File: config.mk
export PLATFORM = sky130hd
export DESIGN_NAME = ec_point_add_ctrl_flat
export DESIGN_NICKNAME = d
export VERILOG_FILES = /design/src/rtl/gfau_pkg.sv /design/src/rtl/ec_point_add_ctrl_if.sv /design/src/rtl/ec_padd_uop_rom.sv /design/src/rtl/ec_point_add_ctrl.sv /design/src/flat_wrapper.sv
export SDC_FILE = /design/constraint.sdc
export NUM_CORES = 1
export LEC_CHECK = 0
export BUFFER_PORTS_ARGS = -buffer_cell sky130_fd_sc_hd__buf_2
export CORE_MARGIN = 5
export CORE_UTILIZATION = 46
export CTS_CLUSTER_DIAMETER = 60
export DETAILED_ROUTE_END_ITERATION = 7
export PLACE_DENSITY = 0.75
export SETUP_SLACK_MARGIN = 0.3
export SKIP_LAST_GASP = 1
export SLEW_MARGIN = 5
export SYNTH_ARGS = -nofsm -noshare
export SYNTH_HDL_FRONTEND = slang
export SYNTH_SLANG_ARGS = --single-unit
File: constraint.sdc
create_clock -name i_clk -period 5.3 [get_ports i_clk]
set_clock_uncertainty 0.05 [all_clocks]
set_input_delay 1.06 -clock i_clk [delete_from_list [all_inputs] [get_ports i_clk]]
set_output_delay 1.06 -clock i_clk [all_outputs]
set_load 0.03 [all_outputs]
File: src/rtl/gfau_pkg.sv
// gfau_pkg: GFAU op codes, point-add controller states and micro-op format
package gfau_pkg;
  localparam logic [1:0] GF_ADD  = 2'd0;
  localparam logic [1:0] GF_SUB  = 2'd1;
  localparam logic [1:0] GF_MULT = 2'd2;
  localparam logic [1:0] GF_DIV  = 2'd3;
  typedef enum logic [2:0] {S_IDLE, S_CHECK, S_ISSUE, S_WAIT, S_WB, S_DONE} state_t;
  typedef struct packed {
    logic [1:0] op;
    logic [2:0] src_a;
    logic [2:0] src_b;
    logic [2:0] dst;
  } uop_t;
endpackage

File: src/rtl/ec_point_add_ctrl_if.sv
// ec_point_add_ctrl_if: GFAU operand and go/done bus between the sequencer (master) and the GFAU (slave)
interface ec_point_add_ctrl_if #(parameter int SIZE = 32);
  logic [SIZE-1:0] gf_in_0;
  logic [SIZE-1:0] gf_in_1;
  logic [SIZE-1:0] gf_prime;
  logic [SIZE-1:0] gf_result;
  logic [1:0]      gf_op;
  logic            gf_go;
  logic            gf_done;
  modport master(output gf_in_0, gf_in_1, gf_prime, gf_op, gf_go, input gf_done, gf_result);
  modport slave(input gf_in_0, gf_in_1, gf_prime, gf_op, gf_go, output gf_done, gf_result);
endinterface

File: src/rtl/ec_padd_uop_rom.sv
// ec_padd_uop_rom: nine-entry point-add schedule (r4=lam, r6=x3, r7=y3) with result-write flags
module ec_padd_uop_rom
  import gfau_pkg::*;
(
  input  logic [3:0] pc,
  output uop_t       uop,
  output logic       wr_x3,
  output logic       wr_y3
);
  assign wr_x3 = pc == 4'd5;
  assign wr_y3 = pc == 4'd8;
  always_comb begin
    uop = '0;
    case (pc)
      4'd0: uop = '{GF_SUB,  3'd3, 3'd1, 3'd4};
      4'd1: uop = '{GF_SUB,  3'd2, 3'd0, 3'd5};
      4'd2: uop = '{GF_DIV,  3'd4, 3'd5, 3'd4};
      4'd3: uop = '{GF_MULT, 3'd4, 3'd4, 3'd5};
      4'd4: uop = '{GF_SUB,  3'd5, 3'd0, 3'd5};
      4'd5: uop = '{GF_SUB,  3'd5, 3'd2, 3'd6};
      4'd6: uop = '{GF_SUB,  3'd0, 3'd6, 3'd5};
      4'd7: uop = '{GF_MULT, 3'd4, 3'd5, 3'd5};
      4'd8: uop = '{GF_SUB,  3'd5, 3'd1, 3'd7};
      default: uop = '0;
    endcase
  end
endmodule

File: src/rtl/ec_point_add_ctrl.sv
// ec_point_add_ctrl: affine EC point-add sequencer issuing a fixed uop schedule to one shared GFAU
module ec_point_add_ctrl
  import gfau_pkg::*;
#(
  parameter int SIZE    = 32,
  parameter int TIMEOUT = 1024
) (
  input  logic            i_clk,
  input  logic            i_rst,
  input  logic            i_start,
  input  logic [SIZE-1:0] i_x1,
  input  logic [SIZE-1:0] i_y1,
  input  logic [SIZE-1:0] i_x2,
  input  logic [SIZE-1:0] i_y2,
  input  logic [SIZE-1:0] i_prime,
  output logic            o_busy,
  output logic            o_done,
  output logic            o_exc,
  output logic [SIZE-1:0] o_x3,
  output logic [SIZE-1:0] o_y3,
  ec_point_add_ctrl_if.master gf
);
  localparam int WW = $clog2(TIMEOUT + 1);
  state_t          state, state_n;
  logic [3:0]      pc;
  logic [WW-1:0]   wd;
  logic            exc_q, timeout, wr_x3, wr_y3, go;
  logic [SIZE-1:0] rf [8];
  logic [SIZE-1:0] res_q;
  uop_t            uop;
  ec_padd_uop_rom rom (.pc(pc), .uop(uop), .wr_x3(wr_x3), .wr_y3(wr_y3));
  assign timeout = wd == WW'(TIMEOUT - 1);
  always_comb begin
    state_n = state == S_IDLE  ? (i_start ? S_CHECK : S_IDLE) :
              state == S_CHECK ? (rf[0] == rf[2] ? S_DONE : S_ISSUE) :
              state == S_ISSUE ? S_WAIT :
              state == S_WAIT  ? (gf.gf_done ? S_WB : timeout ? S_DONE : S_WAIT) :
              state == S_WB    ? (pc == 4'd8 ? S_DONE : S_ISSUE) : S_IDLE;
    go = state == S_ISSUE || state == S_WAIT;
    o_busy = state != S_IDLE && state != S_DONE;
    o_done = state == S_DONE;
    o_exc = o_done && exc_q;
    gf.gf_go = go;
    gf.gf_op = go ? uop.op : GF_ADD;
    gf.gf_in_0 = rf[uop.src_a];
    gf.gf_in_1 = rf[uop.src_b];
    gf.gf_prime = i_prime;
  end
  always_ff @(posedge i_clk) begin
    if (i_rst) begin
      state <= S_IDLE;
      pc <= '0;
      wd <= '0;
      exc_q <= 1'b0;
      o_x3 <= '0;
      o_y3 <= '0;
    end else begin
      state <= state_n;
      wd <= state_n == S_ISSUE ? '0 : state == S_WAIT ? wd + WW'(1) : wd;
      if (state == S_IDLE && i_start) begin
        rf[0] <= i_x1;
        rf[1] <= i_y1;
        rf[2] <= i_x2;
        rf[3] <= i_y2;
      end
      if (state == S_CHECK) begin
        pc <= '0;
        exc_q <= rf[0] == rf[2];
      end
      if (state == S_WAIT) begin
        exc_q <= !gf.gf_done && timeout;
        if (gf.gf_done) res_q <= gf.gf_result;
      end
      if (state == S_WB) begin
        rf[uop.dst] <= res_q;
        pc <= pc + 4'd1;
        if (wr_x3) o_x3 <= res_q;
        if (wr_y3) o_y3 <= res_q;
      end
    end
  end
endmodule

File: src/flat_wrapper.sv
// flat-port wrapper written by rule: the top's interface ports become plain ports
module ec_point_add_ctrl_flat import gfau_pkg::*;
#(
  parameter int SIZE    = 32,
  parameter int TIMEOUT = 1024
)
  (i_clk, i_rst, i_start, i_x1, i_y1, i_x2, i_y2, i_prime, o_busy, o_done, o_exc, o_x3, o_y3, gf_gf_in_0, gf_gf_in_1, gf_gf_prime, gf_gf_op, gf_gf_go, gf_gf_done, gf_gf_result);
  ec_point_add_ctrl_if #(.SIZE(SIZE)) gf_i ();
  input  logic i_clk;
  input  logic i_rst;
  input  logic i_start;
  input  logic [SIZE-1:0] i_x1;
  input  logic [SIZE-1:0] i_y1;
  input  logic [SIZE-1:0] i_x2;
  input  logic [SIZE-1:0] i_y2;
  input  logic [SIZE-1:0] i_prime;
  output logic o_busy;
  output logic o_done;
  output logic o_exc;
  output logic [SIZE-1:0] o_x3;
  output logic [SIZE-1:0] o_y3;
  output wire logic [$bits(gf_i.gf_in_0)-1:0] gf_gf_in_0;
  output wire logic [$bits(gf_i.gf_in_1)-1:0] gf_gf_in_1;
  output wire logic [$bits(gf_i.gf_prime)-1:0] gf_gf_prime;
  output wire logic [$bits(gf_i.gf_op)-1:0] gf_gf_op;
  output wire logic [$bits(gf_i.gf_go)-1:0] gf_gf_go;
  input wire logic [$bits(gf_i.gf_done)-1:0] gf_gf_done;
  input wire logic [$bits(gf_i.gf_result)-1:0] gf_gf_result;
  assign gf_gf_in_0 = gf_i.gf_in_0;
  assign gf_gf_in_1 = gf_i.gf_in_1;
  assign gf_gf_prime = gf_i.gf_prime;
  assign gf_gf_op = gf_i.gf_op;
  assign gf_gf_go = gf_i.gf_go;
  assign gf_i.gf_done = gf_gf_done;
  assign gf_i.gf_result = gf_gf_result;
  ec_point_add_ctrl #(.SIZE(SIZE), .TIMEOUT(TIMEOUT)) u_core (.i_clk(i_clk), .i_rst(i_rst), .i_start(i_start), .i_x1(i_x1), .i_y1(i_y1), .i_x2(i_x2), .i_y2(i_y2), .i_prime(i_prime), .o_busy(o_busy), .o_done(o_done), .o_exc(o_exc), .o_x3(o_x3), .o_y3(o_y3), .gf(gf_i));
endmodule
---- After elaboration in Yosys (flattened, before gate mapping) ----
Memory sizes are Yosys's and may differ from the RTL's. A register that Yosys moved wholly into a read port is not among the register bits.
Index checks and enable logic that the tools add are counted.
storage, ports and cells
  bits in registers ....................... 115
  latch bits .............................. 0
  RAM bits ................................ 256
  ROM bits ................................ 176
  memories ................................ 2
cells by class
  add/subtract/negate cells ............... 2
  multiply operators ...................... 0
  div/mod/pow operators ................... 0
  order comparisons ....................... 0
  equal/unequal tests ..................... 11
  shift operators ......................... 0
  multiplexer cells ....................... 26
  bitwise operators ....................... 1
  reductions and logical operators ........ 15
memory list
  memory           depth  bits a word  read ports  clocked after Yosys merged registers in  wr ports  line                     text
  u_core.rf        8      32           4           0                                        4         ec_point_add_ctrl.sv:28  logic [SIZE-1:0] rf [8];
  (no name shown)  16     11           1           1                                        0         ec_padd_uop_rom.sv:14    case (pc)
operators by type and width
  cell                                                                     number
  32-bit equality test                                                     1
  32-bit 2-to-1 mux                                                        1
  32-bit OR reduction                                                      1
  3-bit 2-to-1 mux                                                         10
  4-bit 2-to-1 mux                                                         4
  11-bit by 1-bit adder with 11-bit output, second input constant          1
  11-bit by 10-bit equality test with 1-bit output, second input constant  1
  1-bit 2-to-1 mux                                                         10
  3-bit by 2-bit equality test with 1-bit output, second input constant    3
  3-bit equality test, second input constant                               2
  4-bit by 1-bit adder with 4-bit output, second input constant            1
  4-bit by 3-bit equality test with 1-bit output, second input constant    1
  4-bit equality test, second input constant                               1
  1-bit logical AND                                                        4
  2-bit AND reduction                                                      2
  2-bit nonzero test                                                       2
  3-bit by 1-bit equality test with 1-bit output, second input constant    1
  3-bit logical NOT                                                        1
  3-bit != test, second input constant                                     1
  3-bit AND reduction                                                      1
  3-bit nonzero test                                                       1
  2-bit 2-to-1 mux                                                         1
  2-bit OR reduction                                                       1
  1-bit logical NOT                                                        1
  other kinds (2)                                                          2

---- Logic depth before layout (Yosys ltp) ----
  depth in word-level cells ............... 9
  mapped depth ............................ 9
  gate-level depth less buffers ........... 8

---- Modules after synthesis ----
From an unflattened synthesis, not the netlist that was laid out.
unflattened totals
  cell total of the unflattened synthesis .. 1,193
  area, all modules ....................... 18,326.3 um^2
by module, submodules not included
  module             times used  cells an instance  area an instance (um^2)  sequential area each (um^2)
  ec_point_add_ctrl  1           1,160              18,083.6                 10,309.9
  ec_padd_uop_rom    1           33                 242.7                    0.0

---- Worst setup path before layout ----
OpenSTA, ideal clock, no wires.
  path type ............................... input to register
  start ................................... in i_rst
  end ..................................... mem u_core.rf[4][0], enable pin
  setup time .............................. 0.421 ns
  arrival time ............................ 2.794 ns
  required time ........................... 4.829 ns
  setup slack ............................. 2.035 ns
  cell stages on the path ................. 3
  buffers on the path ..................... 0
  cells stage by stage .................... nor2_2 nand3b_1 nor2_1
RTL lines
  what             line                     text
  start, declared  flat_wrapper.sv:10       input logic i_rst;
  end, declared    ec_point_add_ctrl.sv:28

---- Worst setup path after layout ----
  start ................................... reg, netlist name u_core.rom.uop[3]
  end ..................................... out gf_gf_in_1[11]
on the way
  cells in the longest elaborated chain, start to end .. 1
RTL lines
  what               line                text
  memory 8 x 32 bit  n/a
  end, declared      flat_wrapper.sv:23  output wire logic [$bits(gf_i.gf_in_1)-1:0] gf_gf_in_1;
No other way between the ends.

==> results.md <==
* Outcome: finished clean
* CTS tree: yes
* Post-synth EDFFs at 288
* Post-DP Area at 0.0203 mm²
* Final period demand of the worst path at 4.05 ns
* Die area at 0.0444 mm²
* Distinct cells, synth at 56
* Slew HR at 0.203
* DR pass1 iterations at 5
* I/O Pins at 362
* # nets final at 1,671
* Leakage power at 7.87 nW
* Yosys reg bits at 382
* WL per Instance at 27.1 µm
* Sw Ratio at 0.220
* Commonest non-fill, non-tap cells in the layout: buf_2, edfxtp_1, mux2_2
* Clock latency on the worst-skew pair at 0.56 ns
* Final Hold Fails at 0
* Max IR drop VDD at 204 µV
* Post-CTS setup buffers at 0
* Initial antenna violation count at 3
* Worst hold path class: reg2reg
* DRC at 0
* Mean Syn Cell Area at 15.2 µm²
* Required time of the worst setup path at 4.19 ns
* YS warnings at 0
* Area of the core at 0.0398 mm²
* TNS Setup at 0 ns
* Most common cell after layout, fill and taps aside: buf_2
* P per Cell Area at 304 mW/mm²
* Hold-fix buffers at CTS at 0
* Routed WL at 54,900 µm
* Primary FF master, synth: edfxtp_1
* Max-Cap Viols at 0
* First-pass GRT wire length at 79,600 µm
* DP HPWL at 36,600 µm
* IO buf count at 297
* Psw at 1.45 mW
* # rows at 73
* Tcrit/Tclk final at 0.763
* Post-route design area at 0.0217 mm²
* Root buf cell: clkbuf_16
* Clock sink count at 382
* Post-cts resize count at 0
* Die X at 211 µm
* Post-Synthesis Cell Area at 0.0185 mm²
* Cts bufs inserted at 41
* Syn Inst Count at 1,221
* Starting density of the core at 0.466
* Post-Synthesis Net Count at 1,427
* Longest Clk Path Bufs at 3
* Int Pwr at 5.15 mW
* Fraction of layout cells with a size suffix above 1 at 0.487
* Vias in the first global route at 12,313
* Seq/Total Area, Yosys at 0.568
* Critical path capture point type: primary output
* H-tree levels at 2
* Via count at 11,987
* DR iter-0 viols at 1,239
* Logic pwr share at 0.055
* Area Growth Syn to Fin at 17.0%
* FFs w/ async S/R, synth at 0
* Final Wtd Congestion at 0.840
* Critical Path Fanout Max at 28
* Die Y at 211 µm
* Pin count of the biggest net entering global routing at 77
* Max Transition Viols Final at 0
* Kind of start point of the critical path: register
* Vias/cell at 5.92
* Unrepaired setup endpoints after global routing: false
* GR Util All Layers at 0.241
* Clk slew on worst S/H paths at 0.06 ns
* CP Class: reg2out
* Final design utilization at 0.545
* Final ANT Viol Nets at 0
* CP Data Arrival Time at 2.94 ns
* Seq pwr share at 0.500
* Worst Max-Slew Pin Slew at 1.20 ns
* Clk pwr share at 0.446
* # setup viols final at 0
* Grt ovf at 0
* Fmax at 0.247 GHz
-- cell families after synthesis --
logic type	share of synthesized area
AND/OR/NAND/NOR	0.0600
XOR/XNOR	0.0198
adder cells (fa/ha/maj)	0.00675
flip-flops	0.568
multiplexers	0.280
AO/OA/AOI/OAI	0.0296
buffers and inverters	0.0364
-- area by class of cell --
type                            count  area, µm²
Timing Repair Buffer              313       1620
Antenna cell                        3       7.51
Clock buffer                       59       1300
Sequential cell                   382      10500
Clock inverter                     17        111
Fill cell                        3247      18100
Multi-Input combinational cell    718       7410
Inverter                            9       33.8
Tap cell                          525        657
-- power by group through the flow --
stage | clock network (mW) | logic (mW) | registers, mW
after global routing | 3.11 | 0.382 | 3.30
after global placement | 0 | 0.357 | 3.35
final | 2.94 | 0.362 | 3.30
after floorplan | 0 | 0.260 | 3.34
after detailed placement | 0 | 0.361 | 3.36
after CTS | 2.98 | 0.364 | 3.30
-- metal layers --
metal  vias to the layer above  global-route usage  routed length (µm)
li1                       5164                   -                   -
met1                      6061               0.329               21700
met2                       681               0.395               26500
met3                        81              0.0625                5510
met4                         0              0.0537                1190
met5                         -                   0                   0
-- flip-flops by register name, indices dropped and copies added (netlist names) --
name	count
u_core.o_x3	32
u_core.pc	4
u_core.res_q	32
u_core.rom.uop	11
u_core.o_y3	32
u_core.rf	256
u_core.exc_q	1
u_core.state	3
u_core.wd	11
-- worst max-delay path: stages (launching register included) --
cell     delay (ns)
dfxtp_4        0.76
buf_4          0.53
mux4_2         0.58
mux2_2         0.32
buf_2          0.19
-- final timing paths --
kind	start	endpoint	cells past startpoint	slack [ns]
worst max register to register	u_core.rf[2][27]$_DFFE_PP_	u_core.wd[1]$_SDFFE_PP0P_	5	2.12
worst min-delay path	u_core.o_y3[26]$_SDFFE_PP0P_	u_core.o_y3[26]$_SDFFE_PP0P_	2	0.41
worst max-delay path	u_core.rom.uop[3]$_DFF_P_	gf_gf_in_1[11]	4	1.25
worst min register to register	u_core.o_y3[26]$_SDFFE_PP0P_	u_core.o_y3[26]$_SDFFE_PP0P_	2	0.41
-- cell usage after synthesis (all sizes together), types with 8 or more instances --
master	number	area (µm²)
ha	10	125
dfxtp	94	1880
edfxtp	288	8650
buf	72	490
nand3	8	45.0
nand4	10	62.6
nand2b	8	50.1
clkbuf	40	150
xnor2	38	333
a21oi	70	354
inv	9	33.8
mux2	192	2270
nor2	28	110
nand2	151	567
mux4	128	2880
o21ai	13	65.1
-- metrics by stage --
step / power, mW / instances / setup WS, ns / hold slack (ns)
after detailed placement: 3.72 / 1947 / 1.56 / 0.397
after floorplan: 3.60 / 1221 / 2.03 / 0.457
after global placement: 3.71 / 1947 / 1.64 / 0.393
after global routing: 6.79 / 2024 / 1.07 / 0.423
after CTS: 6.64 / 2023 / 1.16 / 0.406
final: 6.60 / 2026 / 1.25 / 0.407
(Power assumes the default switching activity.)
